<file path="src/rtl/io_uart.sv">
// io_uart: memory-mapped 8N1 UART with transmit and receive FIFOs.
// Registers: status at BASE_ADDRESS, RX data at +4, TX data at +8.

module io_uart_fifo #(
  parameter int DEPTH = 8
) (
  input  logic       clk,
  input  logic       reset_n,
  input  logic       push,
  input  logic       pop,
  input  logic [7:0] wdata,
  output logic [7:0] rdata,
  output logic       empty,
  output logic       full
);
  localparam int AW = $clog2(DEPTH);
  localparam int CW = AW + 1;
  localparam logic [CW-1:0] FULL_COUNT = CW'(DEPTH);

  logic [7:0]    mem_r [DEPTH];
  logic [AW-1:0] wr_ptr_r;
  logic [AW-1:0] rd_ptr_r;
  logic [CW-1:0] count_r;
  logic          do_push_s;
  logic          do_pop_s;

  assign empty     = (count_r == {CW{1'b0}});
  assign full      = (count_r == FULL_COUNT);
  assign rdata     = mem_r[rd_ptr_r];
  // A pop on empty is ignored; a push on full only lands when a pop frees a slot
  assign do_pop_s  = pop & ~empty;
  assign do_push_s = push & (~full | do_pop_s);

  // Storage array, written on accepted pushes
  always_ff @(posedge clk) begin
    if (do_push_s) begin
      mem_r[wr_ptr_r] <= wdata;
    end
  end

  // Pointers and occupancy count
  always_ff @(posedge clk or negedge reset_n) begin
    if (!reset_n) begin
      wr_ptr_r <= {AW{1'b0}};
      rd_ptr_r <= {AW{1'b0}};
      count_r  <= {CW{1'b0}};
    end else begin
      if (do_push_s) wr_ptr_r <= wr_ptr_r + 1'b1;
      if (do_pop_s)  rd_ptr_r <= rd_ptr_r + 1'b1;
      case ({do_push_s, do_pop_s})
        2'b10:   count_r <= count_r + 1'b1;
        2'b01:   count_r <= count_r - 1'b1;
        default: count_r <= count_r;
      endcase
    end
  end
endmodule

module io_uart #(
  parameter logic [31:0] BASE_ADDRESS = 32'h18,
  parameter int          BAUD_DIVIDE  = 50000000 / 115200,
  parameter int          FIFO_DEPTH   = 8
) (
  input  logic        clk,
  input  logic        reset_n,
  input  logic        io_write_en,
  input  logic        io_read_en,
  input  logic [31:0] io_address,
  input  logic [31:0] io_write_data,
  output logic [31:0] io_read_data,
  output logic        uart_tx,
  input  logic        uart_rx
);
  localparam int BW = $clog2(BAUD_DIVIDE + 1);
  localparam logic [BW-1:0] BIT_END  = BW'(BAUD_DIVIDE - 1);
  localparam logic [BW-1:0] HALF_END = BW'(BAUD_DIVIDE / 2 - 1);

  typedef enum logic [1:0] {
    TX_IDLE  = 2'd0,
    TX_START = 2'd1,
    TX_DATA  = 2'd2,
    TX_STOP  = 2'd3
  } tx_state_t;

  typedef enum logic [1:0] {
    RX_IDLE  = 2'd0,
    RX_START = 2'd1,
    RX_DATA  = 2'd2,
    RX_STOP  = 2'd3
  } rx_state_t;

  logic          sel_status_s;
  logic          sel_rx_s;
  logic          tx_write_s;
  logic          unused_s;

  tx_state_t     tx_state_r;
  logic [BW-1:0] tx_cnt_r;
  logic [2:0]    tx_bit_r;
  logic [7:0]    tx_shift_r;
  logic          tx_pop_s;
  logic [7:0]    tx_head_s;
  logic          tx_empty_s;
  logic          tx_full_s;

  rx_state_t     rx_state_r;
  logic [BW-1:0] rx_cnt_r;
  logic [2:0]    rx_bit_r;
  logic [7:0]    rx_shift_r;
  logic          rx_meta_r;
  logic          rx_sync_r;
  logic          rx_prev_r;
  logic          rx_push_r;
  logic          frame_evt_r;
  logic          overrun_evt_s;
  logic [7:0]    rx_head_s;
  logic          rx_empty_s;
  logic          rx_full_s;
  logic          overrun_r;
  logic          frame_err_r;

  assign sel_status_s = io_read_en  && (io_address == BASE_ADDRESS);
  assign sel_rx_s     = io_read_en  && (io_address == BASE_ADDRESS + 32'd4);
  assign tx_write_s   = io_write_en && (io_address == BASE_ADDRESS + 32'd8);
  assign unused_s     = ^io_write_data[31:8];

  // The TX FSM takes a new byte when idle, or straight out of the stop bit for gapless frames
  assign tx_pop_s = ~tx_empty_s &
                    ((tx_state_r == TX_IDLE) || ((tx_state_r == TX_STOP) && (tx_cnt_r == BIT_END)));

  io_uart_fifo #(.DEPTH(FIFO_DEPTH)) u_tx_fifo (
    .clk    (clk),
    .reset_n(reset_n),
    .push   (tx_write_s),
    .pop    (tx_pop_s),
    .wdata  (io_write_data[7:0]),
    .rdata  (tx_head_s),
    .empty  (tx_empty_s),
    .full   (tx_full_s)
  );

  io_uart_fifo #(.DEPTH(FIFO_DEPTH)) u_rx_fifo (
    .clk    (clk),
    .reset_n(reset_n),
    .push   (rx_push_r),
    .pop    (sel_rx_s),
    .wdata  (rx_shift_r),
    .rdata  (rx_head_s),
    .empty  (rx_empty_s),
    .full   (rx_full_s)
  );

  // Transmit state machine with registered serial output
  always_ff @(posedge clk or negedge reset_n) begin
    if (!reset_n) begin
      tx_state_r <= TX_IDLE;
      tx_cnt_r   <= {BW{1'b0}};
      tx_bit_r   <= 3'd0;
      tx_shift_r <= 8'd0;
      uart_tx    <= 1'b1;
    end else begin
      case (tx_state_r)
        TX_IDLE: begin
          tx_cnt_r <= {BW{1'b0}};
          if (tx_pop_s) begin
            tx_shift_r <= tx_head_s;
            tx_state_r <= TX_START;
            uart_tx    <= 1'b0;
          end
        end
        TX_START: begin
          if (tx_cnt_r == BIT_END) begin
            tx_cnt_r   <= {BW{1'b0}};
            tx_bit_r   <= 3'd0;
            tx_state_r <= TX_DATA;
            uart_tx    <= tx_shift_r[0];
          end else begin
            tx_cnt_r <= tx_cnt_r + 1'b1;
          end
        end
        TX_DATA: begin
          if (tx_cnt_r == BIT_END) begin
            tx_cnt_r <= {BW{1'b0}};
            if (tx_bit_r == 3'd7) begin
              tx_state_r <= TX_STOP;
              uart_tx    <= 1'b1;
            end else begin
              tx_bit_r   <= tx_bit_r + 3'd1;
              tx_shift_r <= {1'b0, tx_shift_r[7:1]};
              uart_tx    <= tx_shift_r[1];
            end
          end else begin
            tx_cnt_r <= tx_cnt_r + 1'b1;
          end
        end
        TX_STOP: begin
          if (tx_cnt_r == BIT_END) begin
            tx_cnt_r <= {BW{1'b0}};
            if (tx_pop_s) begin
              tx_shift_r <= tx_head_s;
              tx_state_r <= TX_START;
              uart_tx    <= 1'b0;
            end else begin
              tx_state_r <= TX_IDLE;
              uart_tx    <= 1'b1;
            end
          end else begin
            tx_cnt_r <= tx_cnt_r + 1'b1;
          end
        end
        default: begin
          tx_state_r <= TX_IDLE;
          uart_tx    <= 1'b1;
        end
      endcase
    end
  end

  // Two-flop synchronizer plus a delayed copy for falling-edge detection
  always_ff @(posedge clk or negedge reset_n) begin
    if (!reset_n) begin
      rx_meta_r <= 1'b1;
      rx_sync_r <= 1'b1;
      rx_prev_r <= 1'b1;
    end else begin
      rx_meta_r <= uart_rx;
      rx_sync_r <= rx_meta_r;
      rx_prev_r <= rx_sync_r;
    end
  end

  // Receive state machine; samples at mid-bit after the half-bit start check
  always_ff @(posedge clk or negedge reset_n) begin
    if (!reset_n) begin
      rx_state_r  <= RX_IDLE;
      rx_cnt_r    <= {BW{1'b0}};
      rx_bit_r    <= 3'd0;
      rx_shift_r  <= 8'd0;
      rx_push_r   <= 1'b0;
      frame_evt_r <= 1'b0;
    end else begin
      rx_push_r   <= 1'b0;
      frame_evt_r <= 1'b0;
      case (rx_state_r)
        RX_IDLE: begin
          rx_cnt_r <= {BW{1'b0}};
          if (rx_prev_r && !rx_sync_r) rx_state_r <= RX_START;
        end
        RX_START: begin
          if (rx_cnt_r == HALF_END) begin
            rx_cnt_r <= {BW{1'b0}};
            rx_bit_r <= 3'd0;
            rx_state_r <= rx_sync_r ? RX_IDLE : RX_DATA;
          end else begin
            rx_cnt_r <= rx_cnt_r + 1'b1;
          end
        end
        RX_DATA: begin
          if (rx_cnt_r == BIT_END) begin
            rx_cnt_r   <= {BW{1'b0}};
            rx_shift_r <= {rx_sync_r, rx_shift_r[7:1]};
            if (rx_bit_r == 3'd7) rx_state_r <= RX_STOP;
            else                  rx_bit_r   <= rx_bit_r + 3'd1;
          end else begin
            rx_cnt_r <= rx_cnt_r + 1'b1;
          end
        end
        RX_STOP: begin
          if (rx_cnt_r == BIT_END) begin
            rx_cnt_r    <= {BW{1'b0}};
            rx_state_r  <= RX_IDLE;
            rx_push_r   <= rx_sync_r;
            frame_evt_r <= ~rx_sync_r;
          end else begin
            rx_cnt_r <= rx_cnt_r + 1'b1;
          end
        end
        default: rx_state_r <= RX_IDLE;
      endcase
    end
  end

  assign overrun_evt_s = rx_push_r & rx_full_s & ~sel_rx_s;

  // Sticky error flags; a new event beats a same-cycle status-read clear
  always_ff @(posedge clk or negedge reset_n) begin
    if (!reset_n) begin
      overrun_r   <= 1'b0;
      frame_err_r <= 1'b0;
    end else begin
      if (overrun_evt_s)     overrun_r <= 1'b1;
      else if (sel_status_s) overrun_r <= 1'b0;
      if (frame_evt_r)       frame_err_r <= 1'b1;
      else if (sel_status_s) frame_err_r <= 1'b0;
    end
  end

  // Registered read data; unmatched accesses leave it untouched
  always_ff @(posedge clk or negedge reset_n) begin
    if (!reset_n) begin
      io_read_data <= 32'd0;
    end else if (sel_status_s) begin
      io_read_data <= {28'd0, frame_err_r, overrun_r, ~rx_empty_s, ~tx_full_s};
    end else if (sel_rx_s) begin
      io_read_data <= rx_empty_s ? 32'd0 : {24'd0, rx_head_s};
    end
  end
endmodule

</file>
<file path="config.mk">
export PLATFORM = sky130hd
export DESIGN_NAME = io_uart
export DESIGN_NICKNAME = d
export VERILOG_FILES = /design/src/rtl/io_uart.sv
export SDC_FILE = /design/constraint.sdc
export NUM_CORES = 1
export LEC_CHECK = 0
export ABC_CLOCK_PERIOD_IN_PS = 4400
export CORE_UTILIZATION = 58
export DETAILED_ROUTE_END_ITERATION = 7
export PLACE_DENSITY = 0.82
export SLEW_MARGIN = 10
export SYNTH_ARGS = -nofsm -noshare
export SYNTH_HDL_FRONTEND = slang
export SYNTH_SLANG_ARGS = --single-unit
</file>
<file path="constraint.sdc">
create_clock -name clk -period 4.4 [get_ports clk]
set_clock_uncertainty 0.15 [all_clocks]
set_input_delay 1.32 -clock clk [delete_from_list [all_inputs] [get_ports clk]]
set_output_delay 1.32 -clock clk [all_outputs]
set_load 0.005 [all_outputs]
</file>
==> flow_metrics.py, run 1 <==
metrics = {
    "run_status": {
        "status": "finished clean",
    },
    "timing": {
        "rsz0062_at_grt": "no",
        "finalHoldViolCount": 0,
        "worstMarginPinSlew_ns": 1.10,
        "setup_viol": 0,
        "slew_violations": 0,
        "fin_tns_setup_ns": 0,
        "period_share": 0.900,
        "finalCriticalPeriod_ns": 3.96,
        "max_freq_mhz": 253,
        "relSlewSlack": 0.267,
    },
    "cells_and_area": {
        "fin_nets": 791,
        "fillers": 981,
        "drive_gt1_frac": 0.157,
        "antenna_cells": 0,
        "stdcell_count": 923,
        "syn_to_final_growth_pct": 17.1,
    },
    "worst_setup_path": {
        "endpoint_kind": "flip-flop",
        "cp.arrival_ns": 4.23,
        "crit_path_top_delay_cell": "or4_1",
        "reg2reg_from": "u_tx_fifo.count_r[1]",
        "crit_family": "simple AND/OR/NAND/NOR gates",
        "crit_path_max_incr_delay_ns": 0.59,
        "critPathKind": "in -> reg",
        "crit_fanout": 3,
        "setup.worst_path.start_class": "input pin",
        "critPathBufInv": 1,
        "worst-path-stages": 10,
        "path_cells": "clkdlybuf4s50_1 > nor4_2 > nand4_4 > or4_1 > nor2_1 > ha_1 > nor4bb_1 > a211oi_1 > a211oi_1 > xor2_1",
        "critPathLaunch": "io_address[8]",
        "cpMostUsedCell": "a211oi_1",
        "reg2reg_depth": 11,
        "crit_required_ns": 4.67,
    },
    "logic_synthesis": {
        "synthTopCellsByCount": "edfxtp_1, dfrtp_1, nor2_1",
        "synth_enable_flop_cells": 128,
        "yosys-top-cells-area": "edfxtp_1, dfrtp_1, mux4_2",
        "synth_top_area_share": 0.417,
        "yosysSeqAreaShare": 0.634,
        "ys_ff_latch": 208,
        "synth_cells": 612,
        "synthArstFlopShare": 0.385,
        "synthesis.area_mm2": 0.00923,
        "ys_types": 61,
        "ys_warn_count": 0,
        "syn_area_per_cell_um2": 15.1,
        "yosysTopAreaCell": "edfxtp_1",
        "yosysMostFrequentCell": "edfxtp_1",
        "synth_ff_type": "edfxtp_1",
    },
    "floorplanning": {
        "start_util": 0.600,
        "ios": 102,
        "fp-row-count": 45,
        "die_y_um": 128,
        "core_area_mm2": 0.0154,
        "die-area_mm2": 0.0164,
        "dieWidth_um": 128,
    },
    "power_and_ir_drop": {
        "swShare": 0.201,
        "power_density_mw_per_mm2": 395,
        "p_leak_uw": 0.00421,
        "p_comb_frac": 0.043,
        "p_sw_uw": 859,
        "power_frac_clock": 0.447,
        "seq_power_share": 0.510,
        "internal_power_uw": 3400,
        "peakVddDrop_mv": 0.275,
    },
    "place": {
        "hpwl_um": 11200,
        "portBuffers": 53,
        "place.gp.congestion": 0.785,
        "placed_cells": 883,
    },
    "grt": {
        "gr-total-overflow": 0,
        "track_usage": 0.232,
        "grt_max_degree": 81,
        "grt_pass1_wl_um": 29100,
        "antenna_found_initial": 0,
        "grt_pass1_vias": 5631,
    },
    "clocking": {
        "clkLatencyLatePin_ns": 0.50,
        "ctsHoldBuffers": 0,
        "numCtsBuffers": 22,
        "cts.path.max_buffers": 3,
        "clk_pin_slew_ns": 0.06,
        "post_cts_buffers": 0,
        "clock-root-buffer": "clkbuf_16",
        "cts.sinks": 208,
        "cts_tree": "built",
        "htree_levels": 1,
        "ctsResizeCount": 0,
    },
    "drt": {
        "ant_nets": 0,
        "drt-total-wl_um": 17600,
        "first_pass_iters": 5,
        "wl_per_cell_um": 19.1,
        "drtIter0Drc": 363,
        "drc": 0,
        "vias": 5259,
        "vias_per_cell": 5.70,
    },
    "hold_path": {
        "hold_path_depth": 0,
        "worstHoldPathType": "reg -> reg",
        "min_from": "rx_meta_r",
    },
    "job": {
        "maxCapViolCount": 0,
    },
}
## logic make-up (layout without fill, tap and decap cells)
kind of cell / Yosys count / in the layout / synth area share
DFF: 208 / 208 / 0.634
and+or+nand+nor: 152 / 152 / 0.0974
muxes: 74 / 74 / 0.127
buffers and inverters: 62 / 139 / 0.0357
AOI/OAI and AO/OA: 57 / 57 / 0.0389
xor gates and xnor gates: 32 / 32 / 0.0304
adders and majority gates: 26 / 26 / 0.0361
other: 1 / 24 / 0.000406
## worst paths after layout
kind,end,slack (ns)
worst max register to register,u_tx_fifo.count_r[3],1.31
max in group asynchronous,rx_shift_r[6],2.55
worst min-delay path,rx_sync_r,0.21
worst min register to register,rx_sync_r,0.21
worst max-delay path,u_rx_fifo.count_r[3],0.44
min in group asynchronous,tx_cnt_r[8],0.86
## layout make-up
type	instances	area [µm²]	area share
Clock inverter	11	153	0.0141
Sequential cell	208	5850	0.542
Timing Repair Buffer	80	731	0.0677
Inverter	19	71.3	0.00660
Multi-Input combinational cell	365	3130	0.290
Tap cell	211	264	0.0244
Clock buffer	29	598	0.0554
## sequential cells by signal, summed over array words and instances (netlist names), 2 cells and up, named ones only
name                count
u_rx_fifo.rd_ptr_r      3
io_read_data            8
u_tx_fifo.mem_r        64
u_rx_fifo.count_r       4
u_tx_fifo.count_r       4
rx_bit_r                3
u_tx_fifo.rd_ptr_r      3
tx_state_r              2
rx_shift_r              8
rx_cnt_r                9
u_tx_fifo.wr_ptr_r      3
tx_bit_r                3
u_rx_fifo.mem_r        64
tx_shift_r              8
tx_cnt_r                9
u_rx_fifo.wr_ptr_r      3
## stage by stage
stage	utilization	hold slack (ns)	worst slack, ns	total power (µW)	area [µm²]
floorplan	-	0.195	0.464	2310	9310
detailed placement	0.654	0.198	-0.0422	2390	10000
global placement	0.654	0.198	0.0711	2380	10000
CTS	0.703	0.207	0.453	4300	10800
finish	0.703	0.205	0.442	4260	10800
global route	0.703	0.214	0.243	4410	10800
## metal layers
layer,track usage,share of wire
met3,0.0330,0.058
met2,0.412,0.52
met4,0.0671,0.016
met5,0,0
met1,0.299,0.41
## layout by cell type, fill, tap and decap left out, types with 3 or more instances in the layout
| cell | netlist | routed |
|---|---|---|
| edfxtp_1 | 128 | 128 |
| a211oi_1 | 4 | 4 |
| nor3b_1 | 5 | 5 |
| xor2_1 | 15 | 15 |
| clkbuf_16 | 0 | 23 |
| mux2_2 | 7 | 7 |
| o22ai_1 | 3 | 3 |
| clkdlybuf4s50_1 | 0 | 52 |
| dfstp_2 | 4 | 4 |
| mux4_2 | 32 | 32 |
| xnor2_1 | 17 | 17 |
| nor2b_1 | 4 | 4 |
| bufinv_16 | 0 | 4 |
| a21o_1 | 5 | 5 |
| a21oi_1 | 5 | 5 |
| conb_1 | 1 | 24 |
| mux2i_1 | 17 | 17 |
| dfrtp_1 | 76 | 76 |
| buf_4 | 24 | 28 |
| inv_1 | 19 | 19 |
| nor3_1 | 12 | 12 |
| nor4_1 | 5 | 5 |
| nor4_4 | 4 | 4 |
| nand2b_1 | 6 | 6 |
| nand3_1 | 9 | 9 |
| o21ai_0 | 22 | 22 |
| clkinv_1 | 0 | 4 |
| nor4bb_1 | 3 | 3 |
| nor2_1 | 40 | 40 |
| nand2_1 | 35 | 35 |
| nand4_1 | 3 | 3 |
| mux2_1 | 18 | 18 |
| ha_1 | 25 | 25 |
| a31oi_1 | 4 | 4 |
| nor4b_1 | 5 | 5 |
| clkbuf_1 | 12 | 6 |
## power groups by stage
stage               Sequential, µW  Clock [µW]  Combinational (µW)
finish                        2170        1910                 182
global route                  2180        2020                 207
CTS                           2180        1940                 185
detailed placement            2210           0                 180
global placement              2210           0                 170
floorplan                     2200           0                 111
Power figures use the tool's default switching activity.
==> inputs of run 2 (changes only) <==
--- a/config.mk
+++ b/config.mk
@@ -8,7 +8,7 @@
 export ABC_CLOCK_PERIOD_IN_PS = 4400
 export CORE_UTILIZATION = 58
 export DETAILED_ROUTE_END_ITERATION = 7
-export PLACE_DENSITY = 0.82
+export PLACE_DENSITY = 0.84
 export SLEW_MARGIN = 10
 export SYNTH_ARGS = -nofsm -noshare
 export SYNTH_HDL_FRONTEND = slang
==> run 2 against run 1 <==
Compared with the run above:
- utilization down 0.27 points
- non-clock buffer count increased by 1
- count of clock-buffer cells in the layout fell by 2
- die area unchanged
- global-route usage is 0.92 points lower
- combinational power hardly changed
- sequential share of layout area is 0.21 points higher
- hold slack improved by 0.0049 ns
- fmax is essentially flat
- sequential cell count unchanged
- critical path type unchanged
- critical endpoint is now u_tx_fifo.count_r[3]
- largest cell class unchanged
- highest routed layer unchanged
==> flow_metrics.py, run 2 (synthesized netlist as in run 1, its figures left out) <==
metrics = {
    "run_status": {
        "status": "finished clean",
    },
    "power_and_ir_drop": {
        "total_power_uw": 4140,
        "power_density_mw_per_mm2": 385,
        "peakVddDrop_mv": 0.280,
        "p_leak_uw": 0.00419,
    },
    "drt": {
        "drt-total-wl_um": 17400,
        "ant_nets": 0,
        "vias_per_cell": 5.70,
        "vias": 5252,
        "first_pass_iters": 4,
        "wl_per_cell_um": 18.9,
        "drc": 0,
        "drtIter0Drc": 344,
    },
    "cells_and_area": {
        "layout_commonest_cell": "edfxtp_1",
        "layout_common_cells": "edfxtp_1, dfrtp_1, clkdlybuf4s50_1",
        "largestRegisters": "u_rx_fifo.mem_r: 64 flops, u_tx_fifo.mem_r: 64 flops",
        "fin_nets": 791,
        "syn_to_final_growth_pct": 16.6,
        "stdcell_count": 921,
        "antenna_cells": 0,
        "utilization": 0.700,
        "fillers": 972,
        "drive_gt1_frac": 0.163,
    },
    "clocking": {
        "htree_levels": 1,
        "post_cts_buffers": 0,
        "cts_tree": "built",
        "numCtsBuffers": 21,
        "cts.sinks": 208,
        "ctsResizeCount": 0,
        "cts.path.max_buffers": 3,
        "clk_pin_slew_ns": 0.06,
        "clock-root-buffer": "clkbuf_16",
        "ctsHoldBuffers": 0,
        "clkLatencyLatePin_ns": 0.49,
    },
    "worst_setup_path": {
        "critPathKind": "in -> reg",
        "endpoint_kind": "flip-flop",
        "crit_required_ns": 4.63,
        "cp.arrival_ns": 4.18,
        "setup.worst_path.start_class": "input pin",
        "reg2reg_depth": 11,
        "crit_fanout": 3,
    },
    "grt": {
        "antenna_found_initial": 0,
        "grt_max_degree": 81,
        "gr-total-overflow": 0,
        "track_usage": 0.223,
        "grt_pass1_wl_um": 28000,
        "grt_pass1_vias": 5590,
    },
    "floorplanning": {
        "fp-row-count": 45,
        "die-area_mm2": 0.0164,
        "ios": 102,
        "die_y_um": 128,
        "dieWidth_um": 128,
        "start_util": 0.600,
        "core_area_mm2": 0.0154,
    },
    "timing": {
        "relSlewSlack": 0.278,
        "rsz0062_at_grt": "no",
        "finalHoldViolCount": 0,
        "whs_ns": 0.210,
        "setup_viol": 0,
        "worstMarginPinSlew_ns": 1.08,
        "slew_violations": 0,
        "period_share": 0.899,
        "finalCriticalPeriod_ns": 3.95,
        "max_freq_mhz": 253,
    },
    "place": {
        "portBuffers": 53,
        "place.gp.congestion": 0.769,
        "placed_cells": 884,
        "hpwl_um": 11500,
    },
    "hold_path": {
        "worstHoldPathType": "reg -> reg",
        "hold_path_depth": 0,
    },
    "job": {
        "maxCapViolCount": 0,
    },
}
## run 2: routing by layer
metal | part of all wire | global-route usage
met1 | 0.39 | 0.270
met2 | 0.53 | 0.408
met3 | 0.057 | 0.0330
met4 | 0.020 | 0.0747
met5 | 0 | 0
## run 2: worst max-delay path, stage by stage
cell,delay (ns)
clkdlybuf4s50_1,0.42
or4_1,0.56
buf_4,0.17
nor4_4,0.33
inv_1,0.10
ha_1,0.24
ha_1,0.30
a21o_1,0.19
a21oi_1,0.19
xnor2_1,0.16
nor2_1,0.07
xor2_1,0.14
## run 2: path summary, 6_finish.rpt
kind	from	endpoint	slack [ns]
worst max-delay path	io_address[31]	u_tx_fifo.count_r[3]	0.45
worst min-delay path	rx_meta_r	rx_sync_r	0.21
worst max register to register	u_tx_fifo.count_r[1]	u_tx_fifo.count_r[3]	1.14
worst min register to register	rx_meta_r	rx_sync_r	0.21
max in group asynchronous	reset_n	rx_shift_r[4]	2.59
min in group asynchronous	reset_n	tx_cnt_r[7]	0.85
## run 2: stage by stage
step / worst slack, ns / instance area, µm² / setup TNS, ns
final: 0.445 / 10800 / 0
after global placement: 0.0880 / 10100 / 0
after detailed placement: -0.00501 / 10100 / -0.00501
after floorplan: 0.464 / 9310 / 0
after global routing: 0.318 / 10800 / 0
after CTS: 0.436 / 10800 / 0
## run 2: cell type report
class                   instances  area [µm²]  area share
flip-flops and latches        208        5850       0.544
multi-input cells             365        3130       0.291
repair buffers                 81         738      0.0686
clock buffers                  27         568      0.0528
well taps                     211         264      0.0245
clock inverters                10         134      0.0124
inverters                      19        71.3     0.00663
## run 2: where the power goes
part | switching [µW] | internal (µW) | total [µW]
combinational | 85.6 | 94.3 | 180
clock | 697 | 1090 | 1790
sequential | 53.6 | 2120 | 2170
total | 836 | 3310 | 4140
==> inputs of run 3 (changes only) <==
--- a/config.mk
+++ b/config.mk
@@ -5,10 +5,11 @@
 export SDC_FILE = /design/constraint.sdc
 export NUM_CORES = 1
 export LEC_CHECK = 0
-export ABC_CLOCK_PERIOD_IN_PS = 4400
-export CORE_UTILIZATION = 58
+export ABC_CLOCK_PERIOD_IN_PS = 3650
+export CORE_UTILIZATION = 30
+export CTS_BUF_LIST = sky130_fd_sc_hd__clkbuf_4 sky130_fd_sc_hd__clkbuf_8
 export DETAILED_ROUTE_END_ITERATION = 7
-export PLACE_DENSITY = 0.84
+export PLACE_DENSITY = 0.5
 export SLEW_MARGIN = 10
 export SYNTH_ARGS = -nofsm -noshare
 export SYNTH_HDL_FRONTEND = slang
==> constraint.sdc (replaced) <==
create_clock -name clk -period 3.65 [get_ports clk]
set_clock_uncertainty 0.15 [all_clocks]
set_input_delay 1.095 -clock clk [delete_from_list [all_inputs] [get_ports clk]]
set_output_delay 1.095 -clock clk [all_outputs]
set_load 0.005 [all_outputs]
==> run 3 against run 2 <==
Compared with the run above:
- highest routed layer unchanged
- hold slack lost 0.0047 ns
- critical endpoint is now u_rx_fifo.count_r[3]
- sequential power grew 21%
- first-iteration DRC count shrank 35%
==> flow_metrics.py, run 3 (synthesized netlist as in run 1, its figures left out) <==
metrics = {
    "floorplanning": {
        "start_util": 0.308,
        "die-area_mm2": 0.0315,
        "ios": 102,
        "core_area_mm2": 0.0300,
        "dieWidth_um": 177,
        "fp-row-count": 63,
        "die_y_um": 177,
    },
    "drt": {
        "drc": 0,
        "ant_nets": 0,
        "highest_layer": "met4",
        "met1_length_um": 7980,
        "wl_per_cell_um": 16.1,
        "wl_met3_um": 932,
        "drtIter0Drc": 222,
        "vias_per_cell": 4.69,
        "vias": 5384,
        "wl_met2_um": 9120,
        "first_pass_iters": 4,
        "drt-total-wl_um": 18500,
    },
    "grt": {
        "grt_max_degree": 44,
        "grt_pass1_wl_um": 29800,
        "track_usage": 0.122,
        "antenna_found_initial": 0,
        "gr-total-overflow": 0,
        "grt_pass1_vias": 5697,
    },
    "timing": {
        "relSlewSlack": 0.439,
        "fin_ws_ns": 0.0756,
        "max_freq_mhz": 280,
        "finalHoldViolCount": 0,
        "period_share": 0.979,
        "finalCriticalPeriod_ns": 3.57,
        "worstMarginPinSlew_ns": 0.841,
        "setup_viol": 0,
        "slew_violations": 0,
    },
    "job": {
        "maxCapViolCount": 0,
    },
    "worst_setup_path": {
        "setup.worst_path.start_class": "input pin",
        "ff2ff_setup_slack_ns": 0.49,
        "critPathKind": "in -> reg",
        "crit_fanout": 4,
        "endpoint_kind": "flip-flop",
        "crit_required_ns": 3.89,
        "cp.arrival_ns": 3.81,
        "reg2reg_depth": 11,
    },
    "power_and_ir_drop": {
        "peakVddDrop_mv": 0.181,
        "p_leak_uw": 0.00437,
        "power_density_mw_per_mm2": 447,
        "total_power_uw": 5040,
    },
    "cells_and_area": {
        "layout_commonest_cell": "edfxtp_1",
        "multiInputGateArea_mm2": 0.00320,
        "largestRegisters": "u_rx_fifo.mem_r: 64 flops, u_tx_fifo.mem_r: 64 flops",
        "syn_to_final_growth_pct": 22.1,
        "utilization": 0.376,
        "fillers": 2786,
        "drive_gt1_frac": 0.228,
        "fin_nets": 826,
        "layout_common_cells": "edfxtp_1, dfrtp_1, clkdlybuf4s50_1",
        "seqCellArea_mm2": 0.00585,
        "antenna_cells": 0,
    },
    "clocking": {
        "clk_pin_slew_ns": 0.06,
        "htree_levels": 2,
        "cts.path.max_buffers": 3,
        "numCtsBuffers": 35,
        "cts_tree": "built",
        "clock-root-buffer": "clkbuf_8",
        "ctsHoldBuffers": 0,
        "cts.sinks": 208,
        "clkLatencyLatePin_ns": 0.52,
        "post_cts_buffers": 0,
    },
    "place": {
        "dp_slack_ns": -0.532,
        "place.gp.congestion": 0.743,
        "portBuffers": 53,
        "hpwl_um": 12500,
    },
    "hold_path": {
        "worstHoldPathType": "reg -> reg",
        "hold_path_depth": 0,
    },
    "run_status": {
        "status": "finished clean",
    },
}
[run 3: what timing repair did]
| action | in CTS | in global routing |
|---|---|---|
| endpoints found under the setup margin | 1 | 7 |
| resized for setup | 1 | 6 |
| cloned | 0 | 0 |
| pin swaps | 0 | 6 |
| hold endpoints to repair | 0 | 0 |
[run 3: through the flow]
stage | TNS, ns | std cells | instance area, µm² | hold slack [ns]
finish | 0 | 1148 | 11300 | 0.205
global route | -0.00277 | 1148 | 11300 | 0.209
CTS | 0 | 1148 | 11200 | 0.207
detailed placement | -17.60 | 1084 | 10500 | 0.197
global placement | -14.45 | 1084 | 10500 | 0.196
floorplan | -0.452 | 635 | 9340 | 0.195
[run 3: final cells by class]
type / instances / share of cell area
Clock buffer: 52 / 0.0569
Timing Repair Buffer: 102 / 0.0806
Clock inverter: 12 / 0.00999
Tap cell: 390 / 0.0433
Multi-Input combinational cell: 365 / 0.284
Sequential cell: 208 / 0.519
Inverter: 19 / 0.00633
[run 3: power breakdown]
group | leakage, µW | total (µW) | switching [µW] | internal, µW
sequential | 0.00232 | 2620 | 64.9 | 2560
clock | 0.000400 | 2190 | 915 | 1270
combinational | 0.00164 | 226 | 109 | 117
total | 0.00437 | 5040 | 1090 | 3950
[run 3: path summary, 6_finish.rpt]
check | startpoint | end
max | io_address[31] | u_rx_fifo.count_r[3]
min | rx_meta_r | rx_sync_r
max reg2reg | u_tx_fifo.count_r[0] | u_tx_fifo.count_r[3]
min reg2reg | rx_meta_r | rx_sync_r
max in group asynchronous | reset_n | rx_prev_r
min in group asynchronous | reset_n | tx_cnt_r[1]
[run 3: routing by layer]
layer	GRT usage	vias to the layer above
li1	-	2488
met1	0.152	2725
met2	0.208	136
met3	0.0240	35
met4	0.0470	0
met5	0	-
[run 3: critical path, stage by stage]
cell             delay [ns]
clkdlybuf4s50_1        0.43
or4_1                  0.60
or4_4                  0.54
nor2_4                 0.14
buf_4                  0.12
ha_1                   0.22
nor4bb_1               0.08
a211oi_1               0.32
a211oi_1               0.11
xor2_1                 0.16
==> patch: new RTL, settings of run 1 <==
Make the reset (`reset_n`) synchronous in 6 clocked blocks.
--- a/src/rtl/io_uart.sv
+++ b/src/rtl/io_uart.sv
@@ -40,5 +40,5 @@
 
   // Pointers and occupancy count
-  always_ff @(posedge clk or negedge reset_n) begin
+  always_ff @(posedge clk) begin
     if (!reset_n) begin
       wr_ptr_r <= {AW{1'b0}};
@@ -152,5 +152,5 @@
 
   // Transmit state machine with registered serial output
-  always_ff @(posedge clk or negedge reset_n) begin
+  always_ff @(posedge clk) begin
     if (!reset_n) begin
       tx_state_r <= TX_IDLE;
@@ -218,5 +218,5 @@
 
   // Two-flop synchronizer plus a delayed copy for falling-edge detection
-  always_ff @(posedge clk or negedge reset_n) begin
+  always_ff @(posedge clk) begin
     if (!reset_n) begin
       rx_meta_r <= 1'b1;
@@ -231,5 +231,5 @@
 
   // Receive state machine; samples at mid-bit after the half-bit start check
-  always_ff @(posedge clk or negedge reset_n) begin
+  always_ff @(posedge clk) begin
     if (!reset_n) begin
       rx_state_r  <= RX_IDLE;
@@ -284,5 +284,5 @@
 
   // Sticky error flags; a new event beats a same-cycle status-read clear
-  always_ff @(posedge clk or negedge reset_n) begin
+  always_ff @(posedge clk) begin
     if (!reset_n) begin
       overrun_r   <= 1'b0;
@@ -297,5 +297,5 @@
 
   // Registered read data; unmatched accesses leave it untouched
-  always_ff @(posedge clk or negedge reset_n) begin
+  always_ff @(posedge clk) begin
     if (!reset_n) begin
       io_read_data <= 32'd0;
Formal check against the unedited RTL: differs if reset_n is asserted again (counterexample within 4 cycles, from zero or initial values and one cycle with reset_n low); with reset_n held inactive, the same outputs for 10 cycles.
==> patch against run 1 <==
- total power decreased by 2.8%
- sequential cell count increased by 6
- area after synthesis decreased by 0.56%
- final area decreased by 0.97%
- setup slack got worse by 0.027 ns
- routed wire length increased by 0.78%
- first-iteration DRC count increased by 12%
- count of clock-buffer cells in the layout increased by 2
==> patch: results (changes against run 1) <==
qor: placed_design.hpwlAfterDp 11900 um [+5.6%]
qor: power_and_ir_drop.power.static_leakage 3.60 nW [-14%]
qor: sta.worst_pin_slew 1.07 ns [-0.0269 ns]
qor: finish.nets 863 [+9.1%]
qor: drt.avgViaCountPerCell 5.68 [-0.23%]
qor: clocking.tritoncts_buffers 22 [unchanged]
qor: synth.sequential_fraction_of_the_synthesis_area 0.607 [-0.0275]
qor: grt.grtUsageTotal 0.223 [-0.00913]
qor: synth.post_synth_edffs 128 [unchanged]
qor: synth.yosys_most_used_dff edfxtp_1
qor: clocking.cts.path.max_buffers 3 [unchanged]
qor: synth.yosysUniqueCellTypes 69 [+13%]
qor: status.status completed
qor: grt.largest_net_degree_at_the_start_of_global_routing 37 [-54%]
qor: finish.finish.cell_count_without_fillers 996 [+7.9%]
qor: synth.synthesis.area_per_instance 13.3 sq um [-12%]
qor: clocking.worst_skew_pair.late_latency 0.49 ns
qor: hold_path.hold_path_class register to register
qor: clocking.ctsHtreeMaxLevel 1 [unchanged]
qor: worst_setup_path.worst_ep_arrival_time 4.22 ns [about the same]
qor: finish.layout.filler_cells 1015 [+3.5%]
qor: drt.drt_pass1_iterations 4 [-1]
qor: placed_design.dp_slack -0.0799 ns [-0.0377 ns]
qor: finish.reg_top3 u_rx_fifo.mem_r x64, u_tx_fifo.mem_r x64
qor: drt.detail_route.wl_per_cell 17.8 um [-6.6%]
qor: placed_design.dpl.cell_count 956 [+8.3%]
qor: finish.post_route_cells_drive_above_1_share 0.153 [-0.00444]
qor: synth.synth_top_cells_by_count 128 x edfxtp_1, 86 x dfxtp_1, 72 x nor2_1, 41 x nand2_1, 33 x a21oi_1
qor: finish.num_antenna_cells 0 [unchanged]
qor: grt.grt_pass1_vias 5753 [+2.2%]
qor: synth.synth_area_leaders edfxtp_1 42%, dfxtp_1 19%, mux4_2 7.9%
qor: synth.async_reset_ff_frac 0 [-0.385]
qor: drt.first_drt_iteration_drcs 405 [+12%]
qor: power_and_ir_drop.ir_worst_vdd 0.389 mV [+42%]
qor: grt.global_route_wire_length_before_repair 28500 um [-2.2%]
qor: placed_design.rd_place_congestion 0.768 [-2.1%]
qor: clocking.post-cts-setup-buffer-count 0 [unchanged]
patch: cell families after synthesis:
group | after synthesis | share of synthesized area
flops | 214 | 0.607
other cells | 1 | 0.000409
compound gates | 83 | 0.0559
simple gates | 205 | 0.123
xor+xnor | 25 | 0.0239
mux | 65 | 0.115
buf+inv | 70 | 0.0410
fa+ha+maj | 25 | 0.0341
patch: per-layer routing:
metal,vias to the layer above,wire length [um],global-route usage,part of all wire
met4,0,328,0.0644,0.019
li1,2655,-,-,-
met2,158,9180,0.411,0.52
met3,31,771,0.0330,0.043
met5,-,0,0,0
met1,2818,7450,0.272,0.42
patch: path summary, 6_finish.rpt:
check,slack [ns],endpoint,startpoint,cells past startpoint
min reg2reg,0.29,rx_sync_r$_SDFF_PN1_,rx_meta_r$_SDFF_PN1_,1
max reg2reg,1.42,u_tx_fifo.count_r[2]$_SDFFE_PN0P_,u_tx_fifo.count_r[0]$_SDFFE_PN0P_,11
max,0.41,u_rx_fifo.count_r[3]$_SDFFE_PN0P_,io_address[10],13
min,0.29,rx_sync_r$_SDFF_PN1_,rx_meta_r$_SDFF_PN1_,1
patch: stage by stage:
step | instance area (sq um) | utilization
6_report | 10700 | 0.698
5_1_grt | 10700 | 0.698
4_1_cts | 10700 | 0.698
3_5_place_dp | 9970 | 0.651
3_3_place_gp | 9970 | 0.651
2_1_floorplan | 9260 | -
patch: worst max-delay path: stages:
cell	delay, ns
clkdlybuf4s50_1	0.44
nor4_1	0.40
buf_4	0.19
nand4_1	0.16
o32ai_2	0.37
inv_1	0.10
buf_4	0.14
ha_1	0.20
nor4bb_1	0.30
a21oi_1	0.08
o21a_1	0.19
o21a_1	0.16
o21a_1	0.17
patch: layout make-up:
class                      instances  share of cell area
inverter                          24             0.00842
tap                              211              0.0247
clock inverter                     9             0.00877
timing repair buffer              80              0.0686
multi-input combinational        427               0.310
clock buffer                      31              0.0588
sequential                       214               0.520
patch: where the power goes:
| part | leakage [nW] | total [mW] | internal [mW] | switching [mW] |
|---|---|---|---|---|
| Combinational | 1.38 | 0.175 | 0.0799 | 0.0952 |
| Sequential | 1.86 | 2.13 | 2.12 | 0.0130 |
| Clock | 0.362 | 1.83 | 1.11 | 0.720 |
| Total | 3.60 | 4.14 | 3.32 | 0.828 |
